===== config.mk =====
export PLATFORM = sky130hd
export DESIGN_NAME = uart_tx_sched_flat
export DESIGN_NICKNAME = d
export VERILOG_FILES = /design/src/rtl/uart_pkg.sv /design/src/rtl/uart_tx_sched_if.sv /design/src/rtl/rr_arb2.sv /design/src/rtl/uart_tx_sched.sv /design/src/flat_wrapper.sv
export SDC_FILE = /design/constraint.sdc
export NUM_CORES = 1
export LEC_CHECK = 0
export CORE_AREA = 2 2 59 61
export DETAILED_ROUTE_END_ITERATION = 16
export DIE_AREA = 0 0 61 63
export PLACE_DENSITY = 0.81
export REMOVE_ABC_BUFFERS = 1
export SLEW_MARGIN = 40
export SYNTH_ARGS = -nofsm -noshare
export SYNTH_HDL_FRONTEND = slang
export SYNTH_HIERARCHICAL = 1
export SYNTH_SLANG_ARGS = --single-unit

===== constraint.sdc =====
create_clock -name clk -period 2.2 [get_ports clk]
set_input_delay 0.66 -clock clk [delete_from_list [all_inputs] [get_ports clk]]
set_output_delay 0.66 -clock clk [all_outputs]
set_load 0.02 [all_outputs]

===== src/rtl/uart_pkg.sv =====
// Shared types for the UART transmit scheduler: FSM state encoding and requester indices.
// Latency: none (declarations only).
// Backpressure: none (declarations only).
// Contents: sched_state_t, REQ_A/REQ_B, req_onehot() helper.
package uart_pkg;

  typedef enum logic [2:0] {
    IDLE       = 3'd0,
    LOAD       = 3'd1,
    WAIT_START = 3'd2,
    WAIT_DONE  = 3'd3,
    GAP        = 3'd4,
    HOLD       = 3'd5
  } sched_state_t;

  localparam int REQ_A = 0;
  localparam int REQ_B = 1;

  // One-hot grant vector for a requester index.
  function automatic logic [1:0] req_onehot(input logic idx);
    logic [1:0] v;
    v      = 2'b00;
    v[idx] = 1'b1;
    return v;
  endfunction

endpackage


===== src/rtl/uart_tx_sched_if.sv =====
// Bundle between two byte requesters, the UART transmitter load port and the scheduler.
// Latency: none (wiring only).
// Backpressure: valid/ready per requester; transmitter paced by tx_busy.
// master = scheduler side, slave = requesters + transmitter side.
interface uart_tx_sched_if;
  logic       a_valid;
  logic [7:0] a_data;
  logic       a_last;
  logic       a_ready;
  logic       b_valid;
  logic [7:0] b_data;
  logic       b_last;
  logic       b_ready;
  logic       tx_load;
  logic [7:0] tx_byte;
  logic       tx_busy;
  logic [1:0] grant;
  logic       sched_busy;
  logic       start_err;

  modport master (
    input  a_valid, a_data, a_last,
    output a_ready,
    input  b_valid, b_data, b_last,
    output b_ready,
    output tx_load, tx_byte,
    input  tx_busy,
    output grant, sched_busy, start_err
  );

  modport slave (
    output a_valid, a_data, a_last,
    input  a_ready,
    output b_valid, b_data, b_last,
    input  b_ready,
    input  tx_load, tx_byte,
    output tx_busy,
    input  grant, sched_busy, start_err
  );
endinterface


===== src/rtl/rr_arb2.sv =====
// Two-way round-robin arbiter; on a tie the requester that did not own the last frame wins.
// Latency: grant is combinational from i_req; owner history updates one edge after i_upd.
// Backpressure: none; caller decides when a grant is consumed.
// Ports: clk, rst, i_req[1:0], i_upd (frame completed), i_upd_idx (its owner), o_gnt[1:0] one-hot.
module rr_arb2
  import uart_pkg::*;
(
  input  logic       clk,
  input  logic       rst,
  input  logic [1:0] i_req,
  input  logic       i_upd,
  input  logic       i_upd_idx,
  output logic [1:0] o_gnt
);

  // Index of the requester that owned the most recently completed frame.
  logic r_last_owner;

  always_ff @(posedge clk) begin
    if (rst) begin
      r_last_owner <= 1'(REQ_A);
    end else if (i_upd) begin
      r_last_owner <= i_upd_idx;
    end
  end

  always_comb begin
    o_gnt = 2'b00;
    if (i_req == 2'b11) begin
      o_gnt = req_onehot(~r_last_owner);
    end else begin
      o_gnt = i_req;
    end
  end

endmodule


===== src/rtl/uart_tx_sched.sv =====
// Frame-level scheduler sharing one byte-wide UART transmitter between requesters A and B.
// Latency: byte accepted in cycle N is loaded (tx_load) in cycle N+1.
// Backpressure: ready only in IDLE/HOLD; grant locked per frame; loads paced by tx_busy + GAP_CYC.
// Ports: clk, rst (sync, active-high), bus (master modport: requesters, tx load port, status).
module uart_tx_sched
  import uart_pkg::*;
#(
  parameter int GAP_CYC  = 0,
  parameter int START_TO = 16
) (
  input  logic            clk,
  input  logic            rst,
  uart_tx_sched_if.master bus
);

  localparam int TO_W  = (START_TO < 1) ? 1 : $clog2(START_TO + 1);
  localparam int GAP_W = (GAP_CYC < 1)  ? 1 : $clog2(GAP_CYC + 1);
  localparam logic [TO_W-1:0] TO_MAX = TO_W'(START_TO);

  sched_state_t     r_state;
  logic [7:0]       r_byte;
  logic             r_last;
  logic             r_tx_load;
  logic [1:0]       r_grant;
  logic             r_sched_busy;
  logic             r_start_err;
  logic [TO_W-1:0]  r_to_cnt;
  logic [GAP_W-1:0] r_gap_cnt;

  logic [1:0] w_req;
  logic [1:0] w_arb_gnt;
  logic       w_acc_a;
  logic       w_acc_b;
  logic       w_accept;
  logic       w_to_hit;
  logic       w_gap_hit;
  logic       w_byte_done;
  logic       w_finish;
  logic       w_frame_end;

  assign w_req[REQ_A] = bus.a_valid;
  assign w_req[REQ_B] = bus.b_valid;

  rr_arb2 u_arb (
    .clk       (clk),
    .rst       (rst),
    .i_req     (w_req),
    .i_upd     (w_frame_end),
    .i_upd_idx (r_grant[REQ_B]),
    .o_gnt     (w_arb_gnt)
  );

  // In HOLD only the frame owner can be accepted; reset suppresses any ready.
  assign w_acc_a = !rst && (((r_state == IDLE) && w_arb_gnt[REQ_A]) ||
                            ((r_state == HOLD) && r_grant[REQ_A] && bus.a_valid));
  assign w_acc_b = !rst && (((r_state == IDLE) && w_arb_gnt[REQ_B]) ||
                            ((r_state == HOLD) && r_grant[REQ_B] && bus.b_valid));
  assign w_accept = w_acc_a || w_acc_b;

  // Counter value seen in this cycle plus one: the timeout fires on the START_TO-th
  // WAIT_START cycle, so start_err shows START_TO+1 cycles after the load.
  assign w_to_hit  = (int'(r_to_cnt) + 1) >= START_TO;
  assign w_gap_hit = (int'(r_gap_cnt) + 1) >= GAP_CYC;

  // A byte counts as done on busy fall, or on a start timeout (the byte is dropped).
  assign w_byte_done = !bus.tx_busy &&
                       (((r_state == WAIT_START) && w_to_hit) || (r_state == WAIT_DONE));

  // With no gap the byte-done transition goes straight to HOLD/IDLE.
  assign w_finish    = ((GAP_CYC == 0) && w_byte_done) || ((r_state == GAP) && w_gap_hit);
  assign w_frame_end = w_finish && r_last;

  always_ff @(posedge clk) begin
    if (rst) begin
      r_state      <= IDLE;
      r_byte       <= 8'h00;
      r_last       <= 1'b0;
      r_tx_load    <= 1'b0;
      r_grant      <= 2'b00;
      r_sched_busy <= 1'b0;
      r_start_err  <= 1'b0;
      r_to_cnt     <= '0;
      r_gap_cnt    <= '0;
    end else begin
      r_tx_load   <= 1'b0;
      r_start_err <= 1'b0;

      case (r_state)
        IDLE, HOLD: begin
          if (w_accept) begin
            r_byte       <= w_acc_b ? bus.b_data : bus.a_data;
            r_last       <= w_acc_b ? bus.b_last : bus.a_last;
            if (r_state == IDLE) begin
              r_grant <= req_onehot(w_acc_b);
            end
            r_tx_load    <= 1'b1;
            r_sched_busy <= 1'b1;
            r_state      <= LOAD;
          end
        end
        LOAD: begin
          r_to_cnt <= '0;
          r_state  <= WAIT_START;
        end
        WAIT_START: begin
          if (bus.tx_busy) begin
            r_state <= WAIT_DONE;
          end else if (w_to_hit) begin
            r_start_err <= 1'b1;
          end else if (r_to_cnt != TO_MAX) begin
            r_to_cnt <= r_to_cnt + TO_W'(1);
          end
        end
        WAIT_DONE: begin
          // exit handled by the byte-done logic below
        end
        GAP: begin
          if (!w_gap_hit) begin
            r_gap_cnt <= r_gap_cnt + GAP_W'(1);
          end
        end
        default: begin
          r_state <= IDLE;
        end
      endcase

      // Byte completion overrides the per-state next state above.
      if (w_finish) begin
        if (r_last) begin
          r_grant      <= 2'b00;
          r_sched_busy <= 1'b0;
          r_state      <= IDLE;
        end else begin
          r_state <= HOLD;
        end
      end else if (w_byte_done) begin
        r_gap_cnt <= '0;
        r_state   <= GAP;
      end
    end
  end

  assign bus.a_ready    = w_acc_a;
  assign bus.b_ready    = w_acc_b;
  assign bus.tx_load    = r_tx_load;
  assign bus.tx_byte    = r_byte;
  assign bus.grant      = r_grant;
  assign bus.sched_busy = r_sched_busy;
  assign bus.start_err  = r_start_err;

endmodule


===== src/flat_wrapper.sv =====
// flat-port wrapper written by rule: the top's interface ports become plain ports
module uart_tx_sched_flat import uart_pkg::*;
#(
  parameter int GAP_CYC  = 0,
  parameter int START_TO = 16
)
  (clk, rst, bus_a_valid, bus_a_data, bus_a_last, bus_a_ready, bus_b_valid, bus_b_data, bus_b_last, bus_b_ready, bus_tx_load, bus_tx_byte, bus_tx_busy, bus_grant, bus_sched_busy, bus_start_err);
  uart_tx_sched_if bus_i ();
  input  logic clk;
  input  logic rst;
  input wire logic [$bits(bus_i.a_valid)-1:0] bus_a_valid;
  input wire logic [$bits(bus_i.a_data)-1:0] bus_a_data;
  input wire logic [$bits(bus_i.a_last)-1:0] bus_a_last;
  output wire logic [$bits(bus_i.a_ready)-1:0] bus_a_ready;
  input wire logic [$bits(bus_i.b_valid)-1:0] bus_b_valid;
  input wire logic [$bits(bus_i.b_data)-1:0] bus_b_data;
  input wire logic [$bits(bus_i.b_last)-1:0] bus_b_last;
  output wire logic [$bits(bus_i.b_ready)-1:0] bus_b_ready;
  output wire logic [$bits(bus_i.tx_load)-1:0] bus_tx_load;
  output wire logic [$bits(bus_i.tx_byte)-1:0] bus_tx_byte;
  input wire logic [$bits(bus_i.tx_busy)-1:0] bus_tx_busy;
  output wire logic [$bits(bus_i.grant)-1:0] bus_grant;
  output wire logic [$bits(bus_i.sched_busy)-1:0] bus_sched_busy;
  output wire logic [$bits(bus_i.start_err)-1:0] bus_start_err;
  assign bus_i.a_valid = bus_a_valid;
  assign bus_i.a_data = bus_a_data;
  assign bus_i.a_last = bus_a_last;
  assign bus_a_ready = bus_i.a_ready;
  assign bus_i.b_valid = bus_b_valid;
  assign bus_i.b_data = bus_b_data;
  assign bus_i.b_last = bus_b_last;
  assign bus_b_ready = bus_i.b_ready;
  assign bus_tx_load = bus_i.tx_load;
  assign bus_tx_byte = bus_i.tx_byte;
  assign bus_i.tx_busy = bus_tx_busy;
  assign bus_grant = bus_i.grant;
  assign bus_sched_busy = bus_i.sched_busy;
  assign bus_start_err = bus_i.start_err;
  uart_tx_sched #(.GAP_CYC(GAP_CYC), .START_TO(START_TO)) u_core (.clk(clk), .rst(rst), .bus(bus_i));
endmodule

==> impl_metrics.yaml <==
floorplanning:
  start_util: 0.406
  die_y_um: 63
  rows: 21
  core_area_mm2: 0.00323
  ios: 38
  die_x_um: 61
  die-area_mm2: 0.00384
route:
  wl_per_cell_um: 13.4
  drc: 0
  wirelength_um: 3300
  wl_met1_um: 1420
  wl_met2_um: 1720
  wl_met3_um: 108
  vias: 1279
  antenna_left: 0
  top_layer: "met4"
  drtIter0Drc: 22
  viasPerCell: 5.20
  drt-pass1-iter-count: 4
grt:
  grt_pass1_wl_um: 5470
  antenna_found_initial: 0
  overflow: 0
  grt_start_max_net_pins: 20
  grt_usage: 0.184
  grt_pass1_vias: 1338
synthesis:
  yosys.area_share.xor_xnor: 0
  yosys.area_share.simple: 0.211
  synth_area_mm2: 0.00131
  muxShareOfSynthArea: 0.0686
  avgSynthCellArea_um2: 9.11
  synthAdderAreaFrac: 0.0191
  ys_warn_count: 6
  synthCells: 144
  yosys_register_bits: 23
  synth_edf_count: 0
  synthArstFlopShare: 0
  synth_top_family_by_area: "compound AO/OA/AOI/OAI gates"
  synth_flop_cell: "dfxtp_1"
  ys_seq_area_frac: 0.351
  synth.distinct_cells: 47
  synth_compound_area_frac: 0.298
timing:
  relSlewSlack: 0.695
  clock_skew_ns: 0.00475
  whs_ns: 0.520
  hold_viol_final: 0
  tightest_slew_ns: 0.457
  slew_violations: 0
  min_period_ns: 2.16
  grt_setup_unrepaired: "true"
  fin_crit_sh: 0.982
  fmax_mhz: 463
  setup_viol_count_final: 0
setup_path:
  critical_path.max_fanout: 4
  cp-start-kind: "input port"
  cp-end-kind: "output pin"
  critPathKind: "in -> out"
  arrival_ns: 1.50
  cp.required_ns: 1.54
clocking:
  clockBufferDepth: 2
  cts_buffers: 3
  htreeDepth: 1
  clk_pin_slew_ns: 0.13
  cts_tree: "yes"
  cts_root_buffer: "clkbuf_4"
  hold_buffers: 0
  clkSinkCount: 23
  clock_latency_ns: 0.32
status:
  outcome: "complete, no violations"
power:
  switchingPower_uw: 633
  peakVddDrop_uv: 366
  finalPower_mw: 1.60
  power.internal_uw: 972
  p_per_area_mw_per_mm2: 838
  power_frac_comb: 0.527
  leakage_nw: 0.711
  clkPwrFrac: 0.123
  p_sw_frac: 0.394
  p_seq_frac: 0.350
place:
  hpwlAfterDp_um: 2420
  place_congestion: 0.920
  numPortBuffers: 37
finish:
  drive_above_1_share: 0.255
  fin_nets: 226
  area_growth_syn_to_layout_pct: 45.9
  antenna_cells: 0
run:
  maxCapViolCount: 0
hold_path:
  hold_path_class: "reg -> reg"
==> state kept, by name, indices dropped and copies added, names as in the netlist <==
name                       count
u_core/bus.grant               2
u_core/bus.sched_busy          1
u_core/bus.start_err           1
u_core/bus.tx_byte             8
u_core/bus.tx_load             1
u_core/r_last                  1
u_core/r_state                 3
u_core/r_to_cnt                5
u_core/u_arb/r_last_owner      1
==> area by class of cell <==
| class | instances | area (um^2) |
|---|---|---|
| Tap cell | 46 | 57.6 |
| Sequential cell | 23 | 463 |
| Multi-Input combinational cell | 108 | 811 |
| Inverter | 5 | 18.8 |
| Timing Repair Buffer | 60 | 538 |
| Clock buffer | 3 | 22.5 |
| Fill cell | 301 | 1320 |
| Clock inverter | 1 | 5.00 |
==> cell usage after synthesis, types with 2 or more instances <==
master | instances | area share
a31oi_1 | 3 | 0.014
clkbuf_1 | 3 | 0.0086
nand2_1 | 7 | 0.020
nor3b_1 | 3 | 0.017
nor3_1 | 4 | 0.015
dfxtp_1 | 23 | 0.35
a21boi_1 | 2 | 0.011
a211oi_2 | 9 | 0.086
o21ai_0 | 5 | 0.019
and2_1 | 2 | 0.0095
nand2b_1 | 2 | 0.0095
nor2_1 | 21 | 0.060
a21oi_1 | 9 | 0.034
mux2i_1 | 9 | 0.069
buf_6 | 2 | 0.017
inv_1 | 5 | 0.014
ha_1 | 2 | 0.019
a211oi_1 | 4 | 0.023
==> per-layer routing <==
| layer | GRT usage | vias to the layer above |
|---|---|---|
| met4 | 0.0761 | 0 |
| met1 | 0.214 | 603 |
| li1 | - | 644 |
| met2 | 0.323 | 27 |
| met5 | 0 | - |
| met3 | 0.0269 | 5 |
==> path summary, 6_finish.rpt <==
check / from / cells after the start / slack [ns] / to
worst min-delay path: u_core/r_to_cnt[4] / 1 / 0.52 / u_core/r_to_cnt[4]
worst max register to register: u_core/r_to_cnt[0] / 8 / 0.34 / u_core/u_arb/r_last_owner
worst min register to register: u_core/r_to_cnt[4] / 1 / 0.52 / u_core/r_to_cnt[4]
worst max-delay path: rst / 3 / 0.04 / bus_a_ready
==> critical path, stage by stage <==
cell and delay, ns:
clkdlybuf4s50_1 0.48, nor3_2 0.18, buf_2 0.18
==> layout by cell type, fill, tap and decap left out, types with 4 or more instances in the layout <==
cell,netlist,layout
clkdlybuf4s50_1,0,33
buf_4,1,24
nor2_1,21,21
dfxtp_1,23,21
a21oi_1,9,9
mux2i_1,9,9
a211oi_2,9,9
nand2_1,7,7
inv_1,5,5
o21ai_0,5,5
a211oi_1,4,4
==> what timing repair did <==
action | 4_1_cts | 5_1_grt
gates resized for setup | 24 | 5
buffers inserted | 2 | 1
pin swaps | 4 | 5
setup endpoints to repair | 2 | 1
==> through the flow <==
stage          std cells  utilization  cell area [um^2]  worst slack [ns]  TNS [ns]
2_1_floorplan        136            -              1260            -0.302    -0.352
3_3_place_gp         239        0.569              1840            -0.925     -4.38
3_5_place_dp         239        0.569              1840            -0.955     -5.03
4_1_cts              245        0.586              1890           0.00131         0
5_1_grt              246        0.593              1920           0.00172         0
6_report             246        0.593              1920            0.0390         0
==> logic make-up (layout without fill, tap and decap cells) <==
group                      count (synthesis)  count (layout)
and+or+nand+nor                           52              52
AOI/OAI and AO/OA                         45              45
DFF                                       23              23
buffers and inverters                     13              69
muxes                                      9               9
adders and majority gates                  2               2
==> power by group through the flow <==
stage	clock (mW)	sequential, mW	combinational (mW)
global route	0.225	0.572	0.911
floorplan	0	0.667	0.372
global placement	0	0.562	0.798
CTS	0.211	0.559	0.836
finish	0.197	0.562	0.846
detailed placement	0	0.568	0.824
Power figures use the tool's default switching activity.
